**src/rtl/pipeline_stall_ctrl_pkg.sv**
```systemverilog
// Shared pipeline types for the OTTER front end: stall-controller states,
// the canonical NOP encoding and the IF/ID register payload.
package otter_pipe_pkg;

  localparam logic [31:0] NOP_INSTR    = 32'h0000_0013;  // addi x0,x0,0
  localparam int          STALL_CNT_W  = 4;
  localparam int          SQUASH_CNT_W = 3;

  typedef enum logic [1:0] {
    RUN   = 2'd0,
    STALL = 2'd1,
    FLUSH = 2'd2
  } stall_state_t;

  typedef struct packed {
    logic [31:0] pc;
    logic [31:0] instr;
    logic        valid;
  } if_id_t;

endpackage

```
**src/rtl/pipeline_stall_ctrl_if.sv**
```systemverilog
// Fetch/decode handshake between the pipeline datapath (master) and the
// stall controller (slave).
interface pipeline_stall_ctrl_if;

  logic        stall;
  logic        branch_taken;
  logic [31:0] if_pc;
  logic [31:0] if_instr;
  logic        if_valid;
  logic        pc_write;
  logic [31:0] if_id_pc;
  logic [31:0] if_id_instr;
  logic        if_id_valid;
  logic        id_ex_bubble;
  logic        stall_err;
  logic [31:0] stall_cycles;
  logic [31:0] flush_cycles;

  modport master (
    output stall, branch_taken, if_pc, if_instr, if_valid,
    input  pc_write, if_id_pc, if_id_instr, if_id_valid, id_ex_bubble,
           stall_err, stall_cycles, flush_cycles
  );

  modport slave (
    input  stall, branch_taken, if_pc, if_instr, if_valid,
    output pc_write, if_id_pc, if_id_instr, if_id_valid, id_ex_bubble,
           stall_err, stall_cycles, flush_cycles
  );

endinterface

```
**src/rtl/pipeline_stall_ctrl_if_id_reg.sv**
```systemverilog
// IF/ID pipeline register: holds when en=0, loads a NOP marked invalid when
// flush=1, otherwise captures the fetched PC/instruction as valid.
module if_id_reg
  import otter_pipe_pkg::*;
#(
    parameter logic [31:0] NOP_INSTR = otter_pipe_pkg::NOP_INSTR
) (
    input  logic        clk,
    input  logic        rst,
    input  logic        en,
    input  logic        flush,
    input  logic [31:0] pc,
    input  logic [31:0] instr,
    output if_id_t      q
);

    // NOTE: state updates use non-blocking assignments so every flop samples
    // pre-edge values regardless of block ordering.
    always_ff @(posedge clk or posedge rst) begin
        if (rst) begin
            q <= '{pc: 32'd0, instr: NOP_INSTR, valid: 1'b0};
        end else if (en) begin
            if (flush) q <= '{pc: pc, instr: NOP_INSTR, valid: 1'b0};
            else       q <= '{pc: pc, instr: instr, valid: 1'b1};
        end
    end

endmodule

```
**src/rtl/pipeline_stall_ctrl.sv**
```systemverilog
// Load-use stall / branch-squash controller owning the IF/ID register.
// Define STALL_CTRL_PERF_CNT_EN to build the stall/flush performance counters.
module pipeline_stall_ctrl
  import otter_pipe_pkg::*;
#(
    parameter logic [31:0] NOP_INSTR    = otter_pipe_pkg::NOP_INSTR,
    parameter int unsigned FLUSH_CYCLES = 1,
    parameter int unsigned MAX_STALL    = 4
) (
    input logic                   clk,
    input logic                   rst,
    pipeline_stall_ctrl_if.slave  bus
);

    stall_state_t            state;
    logic [STALL_CNT_W-1:0]  stall_cnt;
    logic [STALL_CNT_W-1:0]  stall_cnt_inc;
    logic [SQUASH_CNT_W-1:0] squash_cnt;
    logic                    squash_active;
    logic                    stall_err;
    logic                    pc_write;
    logic                    id_ex_bubble;
    logic                    reg_en;
    logic                    reg_flush;
    if_id_t                  if_id_q;

    // A nonzero squash count means the word at the imem output is wrong-path,
    // including the release cycle of a stall that interrupted FLUSH.
    assign squash_active = (squash_cnt != '0);
    assign stall_cnt_inc = (stall_cnt == '1) ? stall_cnt : stall_cnt + 1'b1;

    // NOTE: every output of this block gets a default first so no latch is inferred.
    always_comb begin
        pc_write     = 1'b0;
        id_ex_bubble = 1'b1;
        reg_en       = 1'b0;
        reg_flush    = 1'b0;
        if (rst) begin
            pc_write     = 1'b0;
            id_ex_bubble = 1'b1;
        end else if (bus.branch_taken) begin
            pc_write     = 1'b1;
            id_ex_bubble = 1'b1;
            reg_en       = 1'b1;
            reg_flush    = 1'b1;
        end else if (bus.stall) begin
            pc_write     = 1'b0;
            id_ex_bubble = 1'b1;
        end else if (squash_active) begin
            pc_write     = bus.if_valid;
            id_ex_bubble = 1'b0;
            reg_en       = 1'b1;
            reg_flush    = 1'b1;
        end else if (!bus.if_valid) begin
            id_ex_bubble = 1'b0;
            reg_en       = 1'b1;
            reg_flush    = 1'b1;
        end else begin
            pc_write     = 1'b1;
            id_ex_bubble = 1'b0;
            reg_en       = 1'b1;
        end
    end

    always_ff @(posedge clk or posedge rst) begin
        if (rst) begin
            state      <= RUN;
            squash_cnt <= '0;
            stall_cnt  <= '0;
            stall_err  <= 1'b0;
        end else if (bus.branch_taken) begin
            state      <= FLUSH;
            squash_cnt <= SQUASH_CNT_W'(FLUSH_CYCLES);
            stall_cnt  <= '0;
        end else if (bus.stall) begin
            state     <= STALL;
            stall_cnt <= stall_cnt_inc;
            if (stall_cnt_inc >= STALL_CNT_W'(MAX_STALL)) stall_err <= 1'b1;
        end else begin
            stall_cnt <= '0;
            if (!squash_active) begin
                state <= RUN;
            end else if (bus.if_valid) begin
                squash_cnt <= squash_cnt - 1'b1;
                state      <= (squash_cnt == SQUASH_CNT_W'(1)) ? RUN : FLUSH;
            end else begin
                state <= FLUSH;
            end
        end
    end

    if_id_reg #(.NOP_INSTR(NOP_INSTR)) u_if_id_reg (
        .clk   (clk),
        .rst   (rst),
        .en    (reg_en),
        .flush (reg_flush),
        .pc    (bus.if_pc),
        .instr (bus.if_instr),
        .q     (if_id_q)
    );

`ifdef STALL_CTRL_PERF_CNT_EN
    logic [31:0] stall_cycles_q;
    logic [31:0] flush_cycles_q;

    always_ff @(posedge clk or posedge rst) begin
        if (rst) begin
            stall_cycles_q <= 32'd0;
            flush_cycles_q <= 32'd0;
        end else begin
            if (bus.stall && !bus.branch_taken)     stall_cycles_q <= stall_cycles_q + 32'd1;
            if (state == FLUSH || bus.branch_taken) flush_cycles_q <= flush_cycles_q + 32'd1;
        end
    end

    assign bus.stall_cycles = stall_cycles_q;
    assign bus.flush_cycles = flush_cycles_q;
`else
    assign bus.stall_cycles = 32'd0;
    assign bus.flush_cycles = 32'd0;
`endif

    assign bus.pc_write     = pc_write;
    assign bus.id_ex_bubble = id_ex_bubble;
    assign bus.stall_err    = stall_err;
    assign bus.if_id_pc     = if_id_q.pc;
    assign bus.if_id_instr  = if_id_q.instr;
    assign bus.if_id_valid  = if_id_q.valid;

endmodule
```
**src/flat_wrapper.sv**
```systemverilog
// flat-port wrapper written by rule: the top's interface ports become plain ports
module pipeline_stall_ctrl_flat import otter_pipe_pkg::*;
#(
    parameter logic [31:0] NOP_INSTR    = otter_pipe_pkg::NOP_INSTR,
    parameter int unsigned FLUSH_CYCLES = 1,
    parameter int unsigned MAX_STALL    = 4
)
  (clk, rst, bus_stall, bus_branch_taken, bus_if_pc, bus_if_instr, bus_if_valid, bus_pc_write, bus_if_id_pc, bus_if_id_instr, bus_if_id_valid, bus_id_ex_bubble, bus_stall_err, bus_stall_cycles, bus_flush_cycles);
  pipeline_stall_ctrl_if bus_i ();
  input logic clk;
  input logic rst;
  input wire logic [$bits(bus_i.stall)-1:0] bus_stall;
  input wire logic [$bits(bus_i.branch_taken)-1:0] bus_branch_taken;
  input wire logic [$bits(bus_i.if_pc)-1:0] bus_if_pc;
  input wire logic [$bits(bus_i.if_instr)-1:0] bus_if_instr;
  input wire logic [$bits(bus_i.if_valid)-1:0] bus_if_valid;
  output wire logic [$bits(bus_i.pc_write)-1:0] bus_pc_write;
  output wire logic [$bits(bus_i.if_id_pc)-1:0] bus_if_id_pc;
  output wire logic [$bits(bus_i.if_id_instr)-1:0] bus_if_id_instr;
  output wire logic [$bits(bus_i.if_id_valid)-1:0] bus_if_id_valid;
  output wire logic [$bits(bus_i.id_ex_bubble)-1:0] bus_id_ex_bubble;
  output wire logic [$bits(bus_i.stall_err)-1:0] bus_stall_err;
  output wire logic [$bits(bus_i.stall_cycles)-1:0] bus_stall_cycles;
  output wire logic [$bits(bus_i.flush_cycles)-1:0] bus_flush_cycles;
  assign bus_i.stall = bus_stall;
  assign bus_i.branch_taken = bus_branch_taken;
  assign bus_i.if_pc = bus_if_pc;
  assign bus_i.if_instr = bus_if_instr;
  assign bus_i.if_valid = bus_if_valid;
  assign bus_pc_write = bus_i.pc_write;
  assign bus_if_id_pc = bus_i.if_id_pc;
  assign bus_if_id_instr = bus_i.if_id_instr;
  assign bus_if_id_valid = bus_i.if_id_valid;
  assign bus_id_ex_bubble = bus_i.id_ex_bubble;
  assign bus_stall_err = bus_i.stall_err;
  assign bus_stall_cycles = bus_i.stall_cycles;
  assign bus_flush_cycles = bus_i.flush_cycles;
  pipeline_stall_ctrl #(.NOP_INSTR(NOP_INSTR), .FLUSH_CYCLES(FLUSH_CYCLES), .MAX_STALL(MAX_STALL)) u_core (.clk(clk), .rst(rst), .bus(bus_i));
endmodule
```
**config.mk**
```make
export PLATFORM = sky130hd
export DESIGN_NAME = pipeline_stall_ctrl_flat
export DESIGN_NICKNAME = d
export VERILOG_FILES = /design/src/rtl/pipeline_stall_ctrl_pkg.sv /design/src/rtl/pipeline_stall_ctrl_if.sv /design/src/rtl/pipeline_stall_ctrl_if_id_reg.sv /design/src/rtl/pipeline_stall_ctrl.sv /design/src/flat_wrapper.sv
export SDC_FILE = /design/constraint.sdc
export NUM_CORES = 1
export LEC_CHECK = 0
export CORE_ASPECT_RATIO = 0.7
export CORE_MARGIN = 3
export CORE_UTILIZATION = 40
export DETAILED_ROUTE_END_ITERATION = 8
export PLACE_DENSITY = 0.86
export SLEW_MARGIN = 20
export SYNTH_ARGS = -nofsm -noshare
export SYNTH_HDL_FRONTEND = slang
export SYNTH_SLANG_ARGS = --single-unit
```
**constraint.sdc**
```tcl
create_clock -name clk -period 3.6 [get_ports clk]
set_input_delay 0.72 -clock clk [delete_from_list [all_inputs] [get_ports clk]]
set_output_delay 0.72 -clock clk [all_outputs]
set_load 0.1 [all_outputs]
```
Word-level counts from Yosys, hierarchy flattened
Index checks and enable logic that the tools add are counted.
Widths: inputs -> output; s select.
{"block": "word_totals", "inputBits": 69, "register_bits": 73, "out_inout_bits": 132}
{"block": "op_classes", "n_lt_le_gt_ge": 1, "addsub": 2, "n_reduce_logical": 5, "n_eq_ne": 2, "mux": 24, "n_bitwise": 1}
{"cell": "$mux 33", "n": 1}
{"cell": "$mux 1", "n": 16}
{"cell": "$mux 3", "n": 4}
{"cell": "$mux 4", "n": 3}
{"cell": "$reduce_and 3->1", "n": 2}
{"cell": "$add 4x1->4 const B", "n": 1}
{"cell": "$eq 4x4->1 const B", "n": 1}
{"cell": "$ge 4x3->1 const B", "n": 1}
{"cell": "$reduce_bool 2->1", "n": 2}
{"cell": "$reduce_bool 3->1", "n": 1}
{"cell": "$sub 3x1->3 const B", "n": 1}
{"cell": "$ne 2x1->1 const B", "n": 1}
{"cell": "$not 1->1", "n": 1}

Depth between registers and ports, before layout
Gate-level depths: netlist of the first run.
{"block": "logic_depth", "depth_word": 6, "depth_mapped": 6, "mapped_depth_nobuf": 6}

Cells and area by module
A second synthesis of the first run with hierarchy kept.
{"block": "unflattened", "hier_cells": 259, "area_unflattened_um2": 3462.1}
{"module": "if_id_reg", "cells_per_inst": 145, "n_inst": 1, "area_each_um2": 2514.9, "seq_area_each_um2": 1630.3}
{"module": "pipeline_stall_ctrl", "cells_per_inst": 114, "n_inst": 1, "area_each_um2": 947.2, "seq_area_each_um2": 200.2}

Worst setup path after synthesis of the first run
Ideal clock, no wire load.
{"block": "synth_path", "kind": "input to register", "from": "input rst", "to": "register u_core.u_if_id_reg.q[13] in the netlist's numbering", "arrival_ns": 2.909, "n_path_buf": 1, "slack_ns": 0.569, "required_ns": 3.478, "cell_stages": 4, "path_cell_list": "inv_1 > nand2_1 > buf_2 > a22o_1"}
{"block": "synth_between", "elab_chain_len": 2, "word_cells_on_any_way": 3}
{"element": "start: declaration", "line": "flat_wrapper.sv:11", "text": "input logic rst;"}
{"element": "$mux 1", "line": "pipeline_stall_ctrl.sv:38", "text": "if (rst) begin"}
{"element": "$mux 33", "line": "pipeline_stall_ctrl_if_id_reg.sv:23", "text": "if (flush) q <= '{pc: pc, instr: NOP_INSTR, valid: 1'b0};"}
{"element": "end signal: assignment", "line": "pipeline_stall_ctrl_if_id_reg.sv:21", "text": "q <= '{pc: 32'd0, instr: NOP_INSTR, valid: 1'b0};"}
{"element": "end signal: assignment", "line": "pipeline_stall_ctrl_if_id_reg.sv:23"}
{"element": "end signal: assignment", "line": "pipeline_stall_ctrl_if_id_reg.sv:24", "text": "else q <= '{pc: pc, instr: instr, valid: 1'b1};"}
{"element": "end: declaration", "line": "pipeline_stall_ctrl_if_id_reg.sv:14", "text": "output if_id_t q"}
Several ways; a longest one is shown, not always the timed one.
A chain may end at the register's enable or synchronous reset.

Worst setup path in the final report of the first run
{"block": "layout_path", "from": "input rst", "to": "output bus_id_ex_bubble"}
{"block": "layout_between", "elab_chain_len": 1}
{"element": "$mux 1", "line": "pipeline_stall_ctrl.sv:38"}
{"element": "end: declaration", "line": "flat_wrapper.sv:21", "text": "output wire logic [$bits(bus_i.id_ex_bubble)-1:0] bus_id_ex_bubble;"}
Every way passes these cells.

==> impl_results.md, run 1 <==
* Vias in the first global route at 2,291
* Final Cycle Share at 73.4%
* Final Hold Fails at 0
* Largest cells by area after synthesis: dfrtp_1 53%, buf_4 15%, mux2_2 11%
* CTS resizes at 0
* Top FF cell, synth: dfrtp_1
* Reg power frac at around a third
* RSZ-0062 raised after global routing: false
* Switching Fraction at 41.1%
* Die area at 9380 µm²
* Hold Path Class: reg2reg
* Final count of pins violating max slew at 0
* Antenna diodes at 0
* Syn avg cell area at around 13 µm²
* Net switching power at about 1.2 mW
* # clock sinks at 73
* Largest area contributor in the netlist: dfrtp_1
* Setup Buffers After CTS at 0
* Die W at 114 µm
* All-Layer GR Usage at ~16%
* DRT iter0 DRCs at 107
* Crit Reg-Reg Startpoint: u_core.squash_cnt[0]
* WHS Endpoint: u_core.u_if_id_reg.q[0]
* CTS hold repair buffers at 0
* Post-synthesis sequential area ratio at around 56%
* Top cell type's share of synthesized area at a little over half
* Data arrival time of the worst path at 1920 ps
* Worst reg2reg path endpoint: u_core.squash_cnt[2]
* CTS tree: done
* Die height at between 80 and 90 µm
* RD Place Congestion at a little over 0.8
* Comb pwr share at a little over a third
* Slew headroom at about a third
* I/O pins at 201
* Worst-path clk slew at 50 ps
* CTS buffer count at 9
* Final setup TNS at 0 ps
* Clock buffer depth at 2
* Hold_ws at 473 ps
* Int Pwr at about 1.7 mW
* PD cells at roughly 590 nW/µm²
* Antenna-violating nets left at 0
* Max cap viols at 0
* Tmin final at around 2600 ps
* First-pass GRT wire length at 11,800 µm
* Clk_lat worst skew at approximately 320 ps
* Layout cell share with drive strength beyond 1 at between 10% and 20%
* Initial core utilization at 41.5%
* R2r worst-path depth at 6
* Drt total wl at 7550 µm
* Commonest cells post-synth: 70 x dfrtp_1, 64 x buf_4, 32 x mux2_2
* Critical Path RT at 2880 ps
* Gr ovfl total at 0
* Final net count at 466
* #FFs+latches synth at 73
* Worst Path Max Fanout at 5
* Most frequent cell after synthesis: dfrtp_1
* Post-synth EDFFs at 0
* Hold Startpoint: u_core.u_if_id_reg.q[0]
* Placeable Area at 7940 µm²
* Least-Margin Pin Slew at just over 1000 ps
* Vias at between 2,000 and 2,500
* Tot Pwr at roughly 2.8 mW
* Worst Hold Depth at 1
* Mapped Area at around 3300 µm²
* Port bufs at 136
* Status: complete, no violations
* Setup crit end kind: primary output
* Syn Inst Count at ~260
* Area grow syn2layout at 44.9%
* Initial antenna violation count at 0
* FF-to-FF setup slack at approximately 1800 ps
* Worst setup SP type: input pin
* VDD IR max at approximately 0.39 mV
* YS warnings at 0
* Setup Skew at between 3 and 4 ps
* Largest net degree at the start of global routing at between 70 and 80
* Pre-CTS setup slack at 783 ps
* DRC at 0
* Asr flop ratio synth at 100%
* Leakage at ~2.2 nW
* Final Setup Violations at 0
* Via density at around 4.5
* CTS root buf: clkbuf_16
* Worst setup margin at around 960 ps
* Clock Power Share at a little under a third
* HPWL after detailed placement at between 5000 and 6000 µm
* Wirelength per Cell at 15.1 µm
* Max frequency at roughly 380 MHz
* H-tree Lvls at 3
* Setup CP Type: in2out
* Pre-antenna DRT Iters at 4
* Num rows at 27
* Yosys cell types at 29
[placed cells by master, fill, tap and decap left out, types with 2 or more instances in the layout]
cell type	n
inv_1	4
xnor2_1	2
a22o_1	29
a211oi_1	2
clkbuf_8	2
nand2_1	3
o22a_1	3
ha_1	3
conb_1	64
clkdlybuf4s50_1	131
clkbuf_16	9
a21oi_1	2
buf_4	7
clkinv_2	2
dfstp_2	3
o21ai_0	3
mux2_2	32
dfrtp_1	70
nand3_1	5
nor2_1	8
[kinds of logic after synthesis]
group | Yosys count | synth area share, %
other cells | 1 | 0.114
compound gates | 41 | 10.2
fa+ha+maj | 3 | 1.14
xor+xnor | 2 | 0.532
mux | 32 | 10.9
flops | 73 | 55.6
buf+inv | 78 | 17.1
simple gates | 25 | 4.41
[worst max-delay path by stage]
stage,from,endpoint,cells past startpoint
floorplan,rst,u_core.u_if_id_reg.q[13],4
global placement,rst,u_core.u_if_id_reg.q[6],4
detailed placement,rst,u_core.u_if_id_reg.q[16],4
CTS,rst,bus_id_ex_bubble,3
global route,rst,bus_id_ex_bubble,3
finish,rst,bus_id_ex_bubble,3
[worst max-delay path: stages]
cell             delay, ps
clkdlybuf4s50_1        560
or3_1                  400
buf_4                  240
[stage by stage]
stage | cells | instance area [µm²] | utilization (%)
3_5_place_dp | 484 | 4480 | 56.4
3_3_place_gp | 484 | 4480 | 56.4
2_1_floorplan | 318 | 3530 | -
6_report | 499 | 4770 | 60.1
4_1_cts | 499 | 4770 | 60.1
5_1_grt | 499 | 4770 | 60.1
[per-layer routing]
| metal | vias up | track usage, % | part of all wire [%] |
|---|---|---|---|
| li1 | 1038 | - | - |
| met3 | 7 | 8.25 | 11 |
| met2 | 108 | 25.8 | 48 |
| met4 | 0 | 4.98 | 0.95 |
| met5 | - | 0 | 0 |
| met1 | 1102 | 20.0 | 40 |
[state kept, by name, indices dropped and copies added, names as in the netlist]
register,cells
u_core.u_if_id_reg.q,65
u_core.stall_cnt,4
u_core.squash_cnt,3
u_core.bus.stall_err,1
[power groups by stage]
stage	logic, mW	clock network [mW]	registers (mW)
2_1_floorplan	0.456	0	1.33
3_3_place_gp	1.02	0	0.922
3_5_place_dp	1.03	0	0.926
4_1_cts	1.03	0.916	0.913
5_1_grt	1.06	0.948	0.921
6_report	1.02	0.885	0.912
[layout make-up]
| cell class | count | area (µm²) |
|---|---|---|
| fillers | 661 | 3170 |
| flip-flops and latches | 73 | 1830 |
| repair buffers | 138 | 1360 |
| multi-input cells | 167 | 1140 |
| clock buffers | 12 | 256 |
| well taps | 101 | 126 |
| clock inverters | 3 | 40.0 |
| inverters | 5 | 18.8 |
Note: power is estimated with default switching activity, not from simulation.
==> run 2, diff against run 1 <==
Settings changed: CORE_UTILIZATION 40 to 37, PLACE_DENSITY 0.86 to 0.8.
Clock period 3.6 ns to 2.5 ns, I/O delays scaled along.
==> run 2 against run 1 <==
Effect of this change:
- clock power up 68%
- core utilization down 4.4 points
- sequential cell count stayed put
- final cell count is 4.6% higher
- global-route usage down 2.5 points
- final area decreased by 0.29%
- worst setup slack worse by 620 ps
- critical path depth stayed put
- critical path type unchanged
- largest cell class unchanged
==> impl_results.md, run 2 (same netlist as run 1, synthesis figures left out) <==
* Final Setup Violations at 0
* Data arrival time of the worst path at between 1500 and 2000 ps
* Setup crit end kind: primary output
* Pre-antenna DRT Iters at 4
* Layout cell share with drive strength beyond 1 at a little under a third
* Antenna diodes at 0
* Final Cycle Share at around 87%
* Final setup TNS at 0 ps
* CTS tree: done
* Post-DP Area at approximately 4400 µm²
* Port bufs at roughly 140
* Max cap viols at 0
* Die area at 10,100 µm²
* VDD IR max at roughly 0.31 mV
* Switching Fraction at 39.8%
* Vias at 2,224
* Tmin final at between 2000 and 2500 ps
* Wirelength per Cell at approximately 13 µm
* Largest registers: u_core.u_if_id_reg.q: 65 flops, u_core.stall_cnt: 4 flops, u_core.squash_cnt: 3 flops
* H-tree Lvls at 3
* Most frequent cells in the layout: 70 x buf_4, 70 x dfrtp_1, 68 x clkdlybuf4s50_1, 64 x conb_1, 32 x mux2_2
* Worst setup SP type: input pin
* Net switching power at 1.70 mW
* Final net count at between 400 and 500
* Largest net degree at the start of global routing at between 70 and 80
* Die height at around 85 µm
* Least-Margin Pin Slew at around 580 ps
* HPWL after detailed placement at approximately 5300 µm
* Slew headroom at between 60% and 70%
* Via density at ~4.3
* Gr ovfl total at 0
* Setup Buffers After CTS at 0
* Status: complete, no violations
* Worst path cell trace: clkdlybuf4s50_1 > or3_1 > buf_12
* Leakage at about 2.3 nW
* Final Hold Fails at 0
* Placeable Area at 8550 µm²
* CTS hold repair buffers at 0
* RD Place Congestion at just under 0.8
* Num rows at 28
* Drt total wl at approximately 7000 µm
* Comb pwr share at 34.2%
* CTS root buf: clkbuf_16
* Antenna-violating nets left at 0
* RSZ-0062 raised after global routing: false
* I/O pins at between 200 and 250
* PD cells at 894 nW/µm²
* CTS resizes at 0
* DRT iter0 DRCs at 60
* Setup CP Type: in2out
* Worst Path Max Fanout at 8
* Initial antenna violation count at 0
* Filler instances at approximately 730
* Final count of pins violating max slew at 0
* Clock buffer depth at 2
* Setup Skew at just under 2 ps
* Storage cell area at between 1500 and 2000 µm²
* First-pass GRT wire length at 11,400 µm
* Reg power frac at between 30% and 40%
* Max reg flops at 65
* Die W at ~120 µm
* All-Layer GR Usage at roughly 14%
* Worst-path clk slew at ~60 ps
* Area grow syn2layout at 44.5%
* Int Pwr at between 2 and 3 mW
* Max stage delay on crit path at roughly 560 ps
* Footprint of the multi-input gates at 1140 µm²
* # clock sinks at 73
* Clk_lat worst skew at ~320 ps
* Largest register by flop count: u_core.u_if_id_reg.q
* Critical Path RT at 2000 ps
* Hold Path Class: reg2reg
* Max frequency at roughly 460 MHz
* Initial core utilization at about two fifths
* Critical path's slowest cell: clkdlybuf4s50_1
* Vias in the first global route at between 2,000 and 2,500
* Final Cell Area at around 4800 µm²
* CTS buffer count at 9
* Clock Power Share at between 30% and 40%
* DRC at 0
[run 2: changes by cell type in the layout (fill, tap and decap cells not counted), sizes merged]
cell	previous run	this run
buf	7	73
clkinvlp	0	2
clkbuf	12	10
inv	5	4
bufinv	1	3
clkdlybuf4s50	131	68
[run 2: power by group through the flow]
| stage | registers [mW] | logic (mW) | clock network (mW) |
|---|---|---|---|
| finish | 1.31 | 1.45 | 1.49 |
| global route | 1.32 | 1.50 | 1.60 |
| CTS | 1.31 | 1.46 | 1.53 |
| detailed placement | 1.33 | 1.46 | 0 |
| global placement | 1.33 | 1.45 | 0 |
| floorplan | 1.92 | 0.656 | 0 |
[run 2: path summary, 6_finish.rpt]
kind                                    startpoint                      end  slack [ps]  depth (start not counted)
setup / recovery                  bus_branch_taken         bus_id_ex_bubble         340                          3
hold / removal             u_core.u_if_id_reg.q[0]  u_core.u_if_id_reg.q[0]         500                          1
setup reg to reg              u_core.squash_cnt[0]     u_core.squash_cnt[1]         770                          6
hold reg to reg            u_core.u_if_id_reg.q[0]  u_core.u_if_id_reg.q[0]         500                          1
max in group asynchronous                      rst  u_core.u_if_id_reg.q[2]        1400                          4
min in group asynchronous                      rst  u_core.u_if_id_reg.q[0]         790                          4
[run 2: area by class of cell]
| type | count | share of cell area [%] |
|---|---|---|
| multi-input cells | 167 | 23.9 |
| clock buffers | 10 | 5.02 |
| clock inverters | 6 | 2.42 |
| repair buffers | 141 | 26.6 |
| well taps | 120 | 3.15 |
| inverters | 5 | 0.473 |
| flip-flops and latches | 73 | 38.5 |
[run 2: per-layer routing]
layer	vias up	track usage, %	part of all wire, %
li1	1042	-	-
met5	-	0	0
met4	0	4.42	0.66
met1	1082	19.1	45
met2	95	20.6	46
met3	5	5.46	8.7
[run 2: stage by stage]
| stage | hold slack (ps) | util (%) | cells | worst slack (ps) | power [mW] |
|---|---|---|---|---|---|
| 2_1_floorplan | 492 | - | 318 | 29.6 | 2.57 |
| 3_3_place_gp | 462 | 51.5 | 506 | 276 | 2.78 |
| 3_5_place_dp | 470 | 51.5 | 506 | 225 | 2.79 |
| 6_report | 500 | 55.7 | 522 | 336 | 4.26 |
| 4_1_cts | 496 | 55.7 | 522 | 322 | 4.30 |
| 5_1_grt | 515 | 55.7 | 522 | 232 | 4.42 |
[run 2: worst max-delay path, delay by kind of cell]
kind,cells,cell delay [ps]
buf+inv,2,750
simple gates,1,420
